File: src/rtl/ps2_pkg.sv
// PS/2 shared definitions: default timing, command bytes and the
// host-transmit state encoding used by ps2_host_tx and the receiver.
package ps2_pkg;

    localparam int unsigned PS2_CLK_HZ              = 88_000_000;
    localparam int unsigned PS2_INHIBIT_CYCLES      = 8_800;
    localparam int unsigned PS2_FIRST_EDGE_CYCLES   = 1_320_000;
    localparam int unsigned PS2_EDGE_TIMEOUT_CYCLES = 176_000;
    localparam int unsigned PS2_FILTER_CYCLES       = 8;

    localparam logic [7:0] PS2_CMD_RESET  = 8'hFF;
    localparam logic [7:0] PS2_CMD_ENABLE = 8'hF4;

    localparam logic [2:0] S_IDLE    = 3'd0;
    localparam logic [2:0] S_INHIBIT = 3'd1;
    localparam logic [2:0] S_RTS     = 3'd2;
    localparam logic [2:0] S_BITS    = 3'd3;
    localparam logic [2:0] S_ACK     = 3'd4;
    localparam logic [2:0] S_RELEASE = 3'd5;

    typedef enum logic [2:0] {
        TX_IDLE    = S_IDLE,
        TX_INHIBIT = S_INHIBIT,
        TX_RTS     = S_RTS,
        TX_BITS    = S_BITS,
        TX_ACK     = S_ACK,
        TX_RELEASE = S_RELEASE
    } ps2_tx_state_t;

    // Serial frame after the start bit, bit 0 first: data, odd parity, stop.
    function automatic logic [9:0] ps2_tx_frame(input logic [7:0] data);
        return {1'b1, ~^data, data};
    endfunction

endpackage

File: src/rtl/ps2_line_filter.sv
// Synchronizer, glitch filter and falling-edge strobe for one PS/2 line.
// Shared by the host transmitter and the receive path.
module ps2_line_filter #(
    parameter int unsigned FILTER_CYCLES = 8
) (
    input  logic clk,
    input  logic rst_n,
    input  logic line_i,
    output logic level_o,
    output logic fall_o
);

    localparam int FW = $clog2(FILTER_CYCLES + 1);
    localparam logic [FW-1:0] CNT_LAST = FW'(FILTER_CYCLES - 1);

    logic [1:0]    sync_q, sync_d;
    logic          level_q, level_d;
    logic          fall_q, fall_d;
    logic [FW-1:0] cnt_q, cnt_d;

    // Accept a new level only after a run of identical synchronized samples.
    always_comb begin
        sync_d  = {sync_q[0], line_i};
        level_d = level_q;
        fall_d  = 1'b0;
        cnt_d   = '0;
        if (sync_q[1] != level_q) begin
            if (cnt_q == CNT_LAST) begin
                level_d = sync_q[1];
                fall_d  = level_q;
            end else begin
                cnt_d = cnt_q + 1'b1;
            end
        end
    end

    // Idle PS/2 lines are pulled high, so everything resets to 1.
    always_ff @(posedge clk) begin
        if (!rst_n) begin
            sync_q  <= 2'b11;
            level_q <= 1'b1;
            fall_q  <= 1'b0;
            cnt_q   <= '0;
        end else begin
            sync_q  <= sync_d;
            level_q <= level_d;
            fall_q  <= fall_d;
            cnt_q   <= cnt_d;
        end
    end

    assign level_o = level_q;
    assign fall_o  = fall_q;

endmodule

File: src/rtl/ps2_host_tx.sv
// PS/2 host-to-device command transmitter. Drives the open-drain lines
// only through pull-low enables; the tri-state buffers live at top level.
module ps2_host_tx
    import ps2_pkg::*;
#(
    parameter int unsigned CLK_HZ              = PS2_CLK_HZ,
    parameter int unsigned INHIBIT_CYCLES      = PS2_INHIBIT_CYCLES,
    parameter int unsigned FIRST_EDGE_CYCLES   = PS2_FIRST_EDGE_CYCLES,
    parameter int unsigned EDGE_TIMEOUT_CYCLES = PS2_EDGE_TIMEOUT_CYCLES,
    parameter int unsigned FILTER_CYCLES       = PS2_FILTER_CYCLES
) (
    input  logic       clk,
    input  logic       rst_n,
    input  logic [7:0] tx_data,
    input  logic       tx_valid,
    output logic       tx_ready,
    output logic       tx_done,
    output logic       tx_err,
    output logic       busy,
    input  logic       ps2_clk_i,
    input  logic       ps2_data_i,
    output logic       ps2_clk_oe,
    output logic       ps2_data_oe
);

    localparam int CW = $clog2(FIRST_EDGE_CYCLES + 1);

    localparam logic [CW-1:0] CNT_MAX   = '1;
    localparam logic [CW-1:0] INH_START = CW'(INHIBIT_CYCLES - 2);
    localparam logic [CW-1:0] INH_LAST  = CW'(INHIBIT_CYCLES - 1);
    localparam logic [CW-1:0] FIRST_LIM = CW'(FIRST_EDGE_CYCLES);
    localparam logic [CW-1:0] EDGE_LIM  = CW'(EDGE_TIMEOUT_CYCLES);

    ps2_tx_state_t state_q, state_d;
    logic [9:0]    frame_q, frame_d;
    logic [3:0]    idx_q, idx_d;
    logic [CW-1:0] cnt_q, cnt_d;
    logic          clk_oe_q, clk_oe_d;
    logic          data_oe_q, data_oe_d;
    logic          done_c, err_c;

    logic clk_lvl, clk_fall;
    logic data_lvl, data_fall;

    ps2_line_filter #(
        .FILTER_CYCLES (FILTER_CYCLES)
    ) u_clk_filt (
        .clk     (clk),
        .rst_n   (rst_n),
        .line_i  (ps2_clk_i),
        .level_o (clk_lvl),
        .fall_o  (clk_fall)
    );

    ps2_line_filter #(
        .FILTER_CYCLES (FILTER_CYCLES)
    ) u_data_filt (
        .clk     (clk),
        .rst_n   (rst_n),
        .line_i  (ps2_data_i),
        .level_o (data_lvl),
        .fall_o  (data_fall)
    );

    // Transfer sequencing; the shared counter times inhibit, first edge
    // and inter-edge gaps, and saturates rather than wrapping.
    always_comb begin
        state_d   = state_q;
        frame_d   = frame_q;
        idx_d     = idx_q;
        cnt_d     = (cnt_q == CNT_MAX) ? cnt_q : cnt_q + 1'b1;
        clk_oe_d  = clk_oe_q;
        data_oe_d = data_oe_q;
        done_c    = 1'b0;
        err_c     = 1'b0;

        unique case (state_q)
            TX_IDLE: begin
                clk_oe_d  = 1'b0;
                data_oe_d = 1'b0;
                cnt_d     = '0;
                if (tx_valid) begin
                    frame_d  = ps2_tx_frame(tx_data);
                    idx_d    = '0;
                    clk_oe_d = 1'b1;
                    state_d  = TX_INHIBIT;
                end
            end
            TX_INHIBIT: begin
                if (cnt_q == INH_LAST) begin
                    clk_oe_d = 1'b0;
                    cnt_d    = '0;
                    state_d  = TX_RTS;
                end else if (cnt_q == INH_START) begin
                    data_oe_d = 1'b1;
                end
            end
            TX_RTS: begin
                if (clk_fall) begin
                    data_oe_d = ~frame_q[0];
                    idx_d     = 4'd1;
                    cnt_d     = '0;
                    state_d   = TX_BITS;
                end else if (cnt_q >= FIRST_LIM) begin
                    err_c = 1'b1;
                end
            end
            TX_BITS: begin
                if (clk_fall) begin
                    data_oe_d = ~frame_q[idx_q];
                    idx_d     = idx_q + 4'd1;
                    cnt_d     = '0;
                    if (idx_q == 4'd9) begin
                        state_d = TX_ACK;
                    end
                end else if (cnt_q >= EDGE_LIM) begin
                    err_c = 1'b1;
                end
            end
            TX_ACK: begin
                if (clk_fall) begin
                    cnt_d = '0;
                    if (!data_lvl) begin
                        state_d = TX_RELEASE;
                    end else begin
                        err_c = 1'b1;
                    end
                end else if (cnt_q >= EDGE_LIM) begin
                    err_c = 1'b1;
                end
            end
            TX_RELEASE: begin
                if (clk_lvl && data_lvl) begin
                    done_c  = 1'b1;
                    state_d = TX_IDLE;
                end else if (clk_fall) begin
                    cnt_d = '0;
                end else if (cnt_q >= EDGE_LIM) begin
                    err_c = 1'b1;
                end
            end
            default: begin
                state_d = TX_IDLE;
            end
        endcase

        if (err_c) begin
            clk_oe_d  = 1'b0;
            data_oe_d = 1'b0;
            state_d   = TX_IDLE;
        end
    end

    // State and line-enable registers; reset releases both lines.
    always_ff @(posedge clk) begin
        if (!rst_n) begin
            state_q   <= TX_IDLE;
            frame_q   <= '0;
            idx_q     <= '0;
            cnt_q     <= '0;
            clk_oe_q  <= 1'b0;
            data_oe_q <= 1'b0;
        end else begin
            state_q   <= state_d;
            frame_q   <= frame_d;
            idx_q     <= idx_d;
            cnt_q     <= cnt_d;
            clk_oe_q  <= clk_oe_d;
            data_oe_q <= data_oe_d;
        end
    end

    // Pulses come out in the last busy cycle, so tx_ready rises the
    // cycle after; they are masked while reset is held.
    assign tx_done     = done_c & rst_n;
    assign tx_err      = err_c & rst_n;
    assign tx_ready    = (state_q == TX_IDLE);
    assign busy        = ~tx_ready;
    assign ps2_clk_oe  = clk_oe_q;
    assign ps2_data_oe = data_oe_q;

    logic unused_c;
    assign unused_c = data_fall;

endmodule

File: config.mk
export PLATFORM = sky130hd
export DESIGN_NAME = ps2_host_tx
export DESIGN_NICKNAME = d
export VERILOG_FILES = /design/src/rtl/ps2_pkg.sv /design/src/rtl/ps2_line_filter.sv /design/src/rtl/ps2_host_tx.sv
export SDC_FILE = /design/constraint.sdc
export NUM_CORES = 1
export LEC_CHECK = 0
export ABC_AREA = 1
export BUFFER_PORTS_ARGS = -buffer_cell sky130_fd_sc_hd__buf_2
export CAP_MARGIN = 20
export CORE_ASPECT_RATIO = 1.5
export CORE_UTILIZATION = 45
export CTS_BUF_LIST = sky130_fd_sc_hd__clkbuf_8
export CTS_CLUSTER_DIAMETER = 60
export DETAILED_ROUTE_END_ITERATION = 7
export SYNTH_ARGS = -nofsm -noshare
export SYNTH_HDL_FRONTEND = slang
export SYNTH_SLANG_ARGS = --single-unit
File: constraint.sdc
create_clock -name clk -period 2.2 [get_ports clk]
set_clock_uncertainty 0.05 [all_clocks]
set_input_delay 0.11 -clock clk [delete_from_list [all_inputs] [get_ports clk]]
set_output_delay 0.11 -clock clk [all_outputs]
set_load 0.005 [all_outputs]
# Word level (Yosys, flattened, before mapping)
# Cells that the tools add are included.
# W data, S select, Z words.
dict set report totals {
  rom_bits 0
  inputBits 13
  regBits 55
  mem_bits_rw 0
  elab_cells 107
  out_inout_bits 6
  memories 0
  latchBits 0
}
dict set report op_classes {
  n_mul 0
  n_bitwise 8
  eq_ne 23
  n_reduce_logical 18
  muxes 38
  add_sub_neg 4
  shifts 0
  div_mod_pow 0
  n_lt_le_gt_ge 3
}
# operator count
set ops {}
lappend ops {{$mux W21} 4}
lappend ops {{$pmux W21 S4} 1}
lappend ops {{$eq A21 B14 Y1 const B} 2}
lappend ops {{$mux W3} 8}
lappend ops {{$add A21 B1 Y21 const B} 1}
lappend ops {{$eq A21 B21 Y1 const B} 1}
lappend ops {{$ge A21 B18 Y1 const B} 1}
lappend ops {{$ge A21 B21 Y1 const B} 1}
lappend ops {{$pmux W3 S6} 1}
lappend ops {{$mux W1} 16}
lappend ops {{$ne A2 B2 Y1 const B} 7}
lappend ops {{$add A4 B1 Y4 const B} 3}
lappend ops {{$mux W4} 3}
lappend ops {{$pmux W4 S3} 1}
lappend ops {{$reduce_or A3 Y1} 3}
lappend ops {{$eq A4 B3 Y1 const B} 2}
lappend ops {{$pmux W1 S4} 2}
lappend ops {{$reduce_and A2 Y1} 4}
lappend ops {{$reduce_and A8 Y1} 1}
lappend ops {{$reduce_xnor A8 Y1} 1}
lappend ops {{$eq A3 B2 Y1 const B} 2}
lappend ops {{$eq A3 B3 Y1 const B} 2}
lappend ops {{$ne A2 B1 Y1 const B} 3}
lappend ops {{$not A1 Y1} 6}
lappend ops {{other kinds (16)} 18}

# Depth between registers and ports, before layout
# Gate-level depths: netlist (run 1).
dict set report logic_depth {
  depth_word 6
  depth_mapped 12
  depth_no_buf 11
}

# Modules after synthesis
# From an unflattened synthesis (run 1), not the netlist that was laid out.
dict set report hier_totals {
  cells_unflattened 472
  hier_area_um2 3218.1
}
# mod n_inst area_per_inst_um2 cells_per_inst seq_area_each_um2
set modules_own_cells {}
lappend modules_own_cells {ps2_host_tx 1 2632.5 408 800.8}
lappend modules_own_cells {ps2_line_filter 2 292.8 32 160.2}

# Least setup slack after synthesis (run 1)
# OpenSTA, ideal clock, no wires.
dict set report synth_path {
  path_type {reg2reg}
  startpoint {register cnt_q[1]}
  endpoint {register cnt_q[10]}
  synth_period_minus_slack_ps 1629
  setup_time_ps 119
  t_required_ps 2031
  stages_incl_launch_ff 10
  slack_ps 571
  arrival_ps 1461
  n_path_buf 0
  path_cell_list {dfxtp_1 > ha_1 > inv_2 > nor2_8 > nand2_4 > nor2_8 > nand4_4 > nand2_1 > nand2_1 > nor3b_2}
}
dict set report synth_via {
  elab_chain_cells 5
  elab_cells_between_ends 8
  cone_classes {add/sub (1); eq/ne (2); mux (5)}
}
# item line_no
set synth_rtl {}
lappend synth_rtl {{start, declared} ps2_host_tx.sv:37} ;# logic [CW-1:0] cnt_q, cnt_d;
lappend synth_rtl {{start signal, assigned} ps2_host_tx.sv:167} ;# cnt_q <= cnt_d;
lappend synth_rtl {{$add A21 B1 Y21 or $eq A21 B21 Y1 (tied branches)} ps2_host_tx.sv:71} ;# cnt_d = (cnt_q == CNT_MAX) ? cnt_q : cnt_q + 1'b1;
lappend synth_rtl {{$mux W21} ps2_host_tx.sv:71}
lappend synth_rtl {{$mux W21} n/a}
lappend synth_rtl {{$mux W21} ps2_host_tx.sv:133} ;# if (clk_lvl && data_lvl) begin
lappend synth_rtl {{$pmux W21 S4 *} ps2_host_tx.sv:77} ;# unique case (state_q)
# Every way passes the cells marked *; elsewhere a longest branch is shown, timed or not.
# A chain may end at the register's enable or synchronous reset.

# Worst setup path in the final report (run 1)
dict set report layout_path {
  startpoint {register cnt_q[9]}
  endpoint {output tx_err}
}
dict set report layout_via {
  elab_chain_cells 6
  elab_cells_between_ends 10
  cone_classes {order compare (2); mux (7); bitwise (1)}
}
# item line_no
set layout_rtl {}
lappend layout_rtl {{$ge A21 B18 Y1} {ps2_host_tx.sv:116, ps2_host_tx.sv:128, ps2_host_tx.sv:138}}
lappend layout_rtl {{$mux W1} {ps2_host_tx.sv:116, ps2_host_tx.sv:128, ps2_host_tx.sv:138}}
lappend layout_rtl {{$mux W1} ps2_host_tx.sv:109} ;# if (clk_fall) begin
lappend layout_rtl {{$mux W1} ps2_host_tx.sv:133}
lappend layout_rtl {{$pmux W1 S4 *} ps2_host_tx.sv:77}
lappend layout_rtl {{$and A1 B1 Y1 *} ps2_host_tx.sv:176} ;# assign tx_err = err_c & rst_n;
lappend layout_rtl {{end, declared} ps2_host_tx.sv:18} ;# output logic tx_err,
# Marks and branches as above.

==> results of run 1 <==
## report_power, final
| part | leakage [nW] | internal, mW | switching, mW |
|---|---|---|---|
| logic | 1.02 | 0.305 | 0.571 |
| registers | 0.448 | 1.11 | 0.105 |
| clock network | 0.0581 | 0.340 | 0.347 |
| total | 1.52 | 1.76 | 1.02 |
## how the worst max path moves through the flow
stage / start / to / slack [ns] / cells after the start
after floorplan: cnt_q[1] / cnt_q[10] / 0.57 / 9
after CTS: cnt_q[9] / tx_err / 0.25 / 11
after global placement: cnt_q[14] / cnt_q[18] / 0.40 / 6
after detailed placement: cnt_q[1] / cnt_q[16] / 0.38 / 7
after global routing: state_q[1] / tx_err / 0.07 / 9
final: cnt_q[9] / tx_err / 0.26 / 11
## per-stage QoR
stage	cell area (um^2)	utilization (%)	total power [mW]	std cells	hold WS, ns
after floorplan	3160	-	1.91	465	0.167
after global placement	3320	48.4	2.11	554	0.245
after detailed placement	3320	48.4	2.12	554	0.250
after CTS	3450	50.3	2.80	564	0.00363
after global routing	3450	50.3	3.00	564	0.00616
final	3450	50.3	2.78	564	0.00749
## cells by family after synthesis
| kind of cell | synth area share, % |
|---|---|
| adder cells (fa/ha/maj) | 2.77 |
| flip-flops | 34.8 |
| buffers and inverters | 8.86 |
| XOR/XNOR | 5.54 |
| AND/OR/NAND/NOR | 38.2 |
| AO/OA/AOI/OAI | 9.85 |
## synthesized netlist by cell type (4+ instances only)
cell type	instances	area (um^2)
a21oi_1	30	150
nand3_1	35	175
xor2_1	13	114
nor2_2	7	43.8
buf_2	5	25.0
dfxtp_1	55	1100
or2_2	4	25.0
o21ai_0	19	95.1
xnor2_1	7	61.3
inv_2	9	33.8
inv_1	54	203
nor2_1	67	251
ha_1	7	87.6
nand2_2	6	37.5
nand2_1	101	379
nor3b_1	4	30.0
nand4_1	5	31.3
nor3_1	9	45.0
## routing by layer
metal	wire [um]	GRT usage (%)	vias to the layer above
li1	-	-	1522
met1	3070	22.7	1295
met2	4090	41.3	42
met3	129	2.51	20
met4	210	8.60	0
met5	0	0	-
## tightest hold or removal path, cell delays in order
cell	delay [ns]
buf_2	0.09
nor2_1	0.04
nor2_1	0.08
## flip-flops by register name, summed over array words and instances (netlist names)
| signal | count |
|---|---|
| cnt_q | 21 |
| frame_q | 10 |
| idx_q | 4 |
| u_clk_filt.cnt_q | 4 |
| u_data_filt.cnt_q | 4 |
| state_q | 3 |
| u_clk_filt.sync_q | 2 |
| u_data_filt.sync_q | 2 |
| ps2_clk_oe | 1 |
| ps2_data_oe | 1 |
| u_clk_filt.fall_o | 1 |
| u_clk_filt.level_o | 1 |
| u_data_filt.level_o | 1 |
## placed cells by master, fill, tap and decap left out, types with 2 or more instances in the layout
master / Yosys / layout
nand2_1: 101 / 101
nor2_1: 67 / 67
dfxtp_1: 55 / 55
inv_1: 54 / 54
nand3_1: 35 / 35
a21oi_1: 30 / 30
o21ai_0: 19 / 19
buf_2: 5 / 18
xor2_1: 13 / 13
inv_2: 9 / 9
nor3_1: 9 / 9
nor2_2: 7 / 7
xnor2_1: 7 / 7
ha_1: 7 / 7
nand2_2: 6 / 6
nand4_1: 5 / 5
clkbuf_8: 0 / 5
or2_2: 4 / 4
nor3b_1: 4 / 4
a31oi_1: 3 / 3
o211ai_1: 3 / 3
nor3b_2: 3 / 3
o21ai_1: 2 / 2
nor3_2: 2 / 2
nor2_8: 2 / 2
nand2_4: 2 / 2
dlygate4sd3_1: 0 / 2
## area by class of cell
type	instances	area, um^2	area share (%)
multi-input cells	339	1780	51.7
flip-flops and latches	55	1100	31.9
inverters	63	236	6.86
repair buffers	21	118	3.41
well taps	78	97.6	2.83
clock buffers	5	68.8	2.00
clock inverters	3	43.8	1.27
==> out/qor.csv, run 1 <==
metric,value,unit
status,"finished, final reports clean",
Final WS setup,0.255,ns
Leak Pwr,1.52,nW
worst path required time,2.04,ns
crit path time final,1.94,ns
Die Wd,70.5,um
Register-to-Register Path Depth,7,
Post-synth EDFFs,0,
Crit Reg-Reg Startpoint,cnt_q[1],
Worst Hold End,frame_q[2],
mapped cell area,3160,um^2
"Clk pin slew, worst setup/hold paths",0.11,ns
Setup TNS Final,0,ns
# rows,37,
Synth Area per Inst,6.80,um^2
Post-CTS Setup Inserts,0,
Die H,105,um
CTS max path bufs,2,
core area,6850,um^2
Post-Place Worst Slack,0.379,ns
syn nets,485,
final wirelength,7500,um
Crit path top cell by count,nand2_1,
Crit path max-delay family,simple AND/OR/NAND/NOR gates,
routed via count,2879,
Worst Path Arrival,1.78,ns
DRT iter0 DRCs,79,
worst setup path class,flip-flop to output port,
Antenna diodes,0,
"FF+latch count, synth",55,
initial antenna violation count,0,
hold_buf cts,2,
crit-path cells,"nand2_1, inv_1, nand3_1, nand2_1, nand2_1, nand3_1, nand2_1, nand2_1, nand2_1, nor2_1, buf_2",
total DRC errors in the routed layout,0,
Crit path buffers/inverters,2,
CTS Root Cell,clkbuf_8,
fillers,729,
Max Transition Viols Final,0,
aggregate global-route resource usage,21.3,%
gpl congestion,0.868,
Cell variety after synth,35,
share of cells above drive strength 1,13.4,%
clock sink total,55,
WHS Path Cells,3,
Worst Tran Pin Value,0.429,ns
RSZ-0062 raised after global routing,no,
Worst R2R Setup Slack,0.31,ns
Layout Nets,505,
htree depth,2,
Synth async-reset ratio,0,%
P per Cell Area,806,nW/um^2
synthesized instance count,465,
io pins,19,
Via density,5.10,
I/O Buffers,18,
fin crit share,88.4,%
first-pass GRT wire length,12600,um
slowest CP cell,dfxtp_1,
vias in the first global route,2818,
# Max-Cap Violations,0,
post-CTS sizing,0,
Critical Path Start Type,flip-flop,
max_slew headroom,71.3,%
worst hold path type,input port to flip-flop,
"Seq/Total Area, Yosys",34.8,%
largest stage delay on the critical path,0.53,ns
Detail Placement HPWL,5970,um
kind of end point of the critical path,output port,
hold_sp,tx_data[2],
Max VDD drop,0.000557,V
"Top FF cell, synth",dfxtp_1,
Antenna Nets Post-Route,0,
First-pass DRT Iterations,4,
Peak Freq,514,MHz
CTS Buf Count,5,
Final setup viols,0,
CTS tree,yes,
final hold vios,0,
area delta synth->final,8.98,%
Initial Utilization,46.2,%
Clock Latency Late Sink,0.31,ns
Synth warnings,0,
grt ovf,0,
Routed wire per std cell,13.3,um
largest net degree at the start of global routing,20,
die area,7380,um^2
worst-path fanout max,6,
worst r2r dst,cnt_q[16],
(Power assumes the default switching activity.)
==> inputs of run 2 (changes only) <==
--- a/config.mk
+++ b/config.mk
@@ -15,4 +15,5 @@
 export DETAILED_ROUTE_END_ITERATION = 7
 export SYNTH_ARGS = -nofsm -noshare
 export SYNTH_HDL_FRONTEND = slang
+export SYNTH_HIERARCHICAL = 1
 export SYNTH_SLANG_ARGS = --single-unit
==> out/qor.csv, run 2 <==
metric,value,unit,change
Synth Area per Inst,6.80,um^2,about the same
core area,6850,um^2,unchanged
P per Cell Area,788,nW/um^2,-2.3%
syn nets,489,,+0.82%
Max VDD drop,0.000836,V,+50%
Max Transition Viols Final,0,,unchanged
Post-Place Worst Slack,0.314,ns,-0.0651 ns
Util after Layout,50.3,%,about the same
fin crit share,89.6,%,+1.2 points
largest net degree at the start of global routing,24,,+20%
io pins,19,,unchanged
aggregate global-route resource usage,21.4,%,+0.078 points
final wirelength,7550,um,+0.64%
routed via count,2989,,+3.8%
CTS Buf Count,5,,unchanged
Worst Tran Pin Value,0.447,ns,+0.0187 ns
Antenna diodes,0,,unchanged
Routed wire per std cell,13.2,um,-0.42%
# rows,37,,unchanged
Final setup viols,0,,unchanged
gpl congestion,0.978,,+13%
CTS Root Cell,clkbuf_8,,
Via density,5.24,,+2.7%
Clock Latency Late Sink,0.30,ns,about the same
Critical Path Start Type,flip-flop,,
"most common cell after layout, fill and taps aside",nand2_1,,
Top Registers,"cnt_q x21, frame_q x10",,
First-pass DRT Iterations,5,,+1
largest stage delay on the critical path,0.50,ns,-0.03 ns
mapped cell area,3190,um^2,+0.79%
Register-to-Register Path Depth,9,,+2
vias in the first global route,2838,,+0.71%
Detail Placement HPWL,5950,um,-0.36%
max reg flops,21,,unchanged
first-pass GRT wire length,12600,um,+0.60%
slowest CP cell,dfxtp_1,,
Reg with most FFs,cnt_q,,
Peak Freq,508,MHz,-1.3%
share of cells above drive strength 1,12.6,%,-0.77 points
clock sink total,55,,unchanged
Layout Nets,511,,+1.2%
DRT iter0 DRCs,251,,+220%
"Clk pin slew, worst setup/hold paths",0.10,ns,about the same
CTS tree,yes,,
Antenna Nets Post-Route,0,,unchanged
grt ovf,0,,unchanged
area of placed instances,3340,um^2,+0.60%
Initial Utilization,46.5,%,+0.37 points
post-CTS sizing,0,,unchanged
max_slew headroom,70.2,%,-1.1 points
Setup TNS Final,0,ns,unchanged
htree depth,2,,unchanged
die area,7430,um^2,+0.77%
crit-path cells,"nand2_1, inv_1, nand3_1, nand2_1, nand2_1, nand2_1, nand3_1, nand2_1, nor2_1, nor2_1, buf_2",,
WHS Path Cells,3,,unchanged
final hold vios,0,,unchanged
kind of end point of the critical path,output port,,
status,"finished, final reports clean",,
Crit path top cell by count,nand2_1,,
worst-path fanout max,7,,+1
Die Wd,70.7,um,+0.38%
worst path required time,2.04,ns,about the same
Worst Path Arrival,1.81,ns,+0.03 ns
Synth warnings,6,,+6
# Max-Cap Violations,0,,unchanged
Die H,105,um,+0.39%
total DRC errors in the routed layout,0,,unchanged
worst setup path class,flip-flop to output port,,
crit path time final,1.97,ns,+0.0254 ns
RSZ-0062 raised after global routing,no,,
area delta synth->final,8.08,%,
most frequent cells in the layout,"nand2_1 (80), nor2_1 (74), inv_1 (58), dfxtp_1 (55), nand3_1 (40)",,
initial antenna violation count,0,,unchanged
synthesized instance count,469,,+0.86%
post-route cell area,3450,um^2,about the same
worst hold path type,input port to flip-flop,,
Leak Pwr,1.40,nW,-7.9%
I/O Buffers,18,,unchanged
CTS max path bufs,2,,unchanged
Final WS setup,0.230,ns,-0.0254 ns
[run 2: power breakdown]
group,total (mW),leakage (nW),internal [mW],switching [mW]
clock,0.533,0.0505,0.216,0.318
sequential,1.21,0.448,1.11,0.100
combinational,0.970,0.905,0.355,0.615
total,2.71,1.40,1.68,1.03
[run 2: cell type report]
class | instances | area (um^2)
Clock inverter | 3 | 12.5
Multi-Input combinational cell | 343 | 1790
Clock buffer | 5 | 68.8
Sequential cell | 55 | 1100
Timing Repair Buffer | 24 | 143
Fill cell | 717 | 3400
Tap cell | 78 | 97.6
Inverter | 62 | 233
[run 2: through the flow]
stage          power [mW]  hold WS (ns)  std cells
3_3_place_gp         2.19         0.245        559
5_1_grt              2.92       0.00365        570
6_report             2.71       0.00901        570
4_1_cts              2.75       0.00569        570
2_1_floorplan        2.00         0.145        469
3_5_place_dp         2.21         0.250        559
[run 2: what timing repair did]
action                                  in CTS  in global routing
hold buffers                                 3                  0
setup buffers                                0                  0
endpoints found under the setup margin       0                  0
hold endpoints to repair                     3                  0
[run 2: routing by layer]
layer / wire, um / GRT usage [%] / vias to the layer above
met4: 367 / 12.9 / 0
met2: 3950 / 39.6 / 60
met3: 151 / 2.51 / 26
met5: 0 / 0 / -
li1: - / - / 1570
met1: 3080 / 22.6 / 1333
[run 2: critical path, delay by kind of cell (launching register included)]
family,cells,cell delay (ns)
simple gates,9,0.80
flops,1,0.50
buf+inv,2,0.21
[run 2: worst paths after layout]
check,from,endpoint,slack (ns)
max,cnt_q[9],tx_err,0.23
min,tx_data[4],frame_q[4],0.009
max reg2reg,cnt_q[0],cnt_q[18],0.27
min reg2reg,u_clk_filt/sync_q[0],u_clk_filt/sync_q[1],0.37
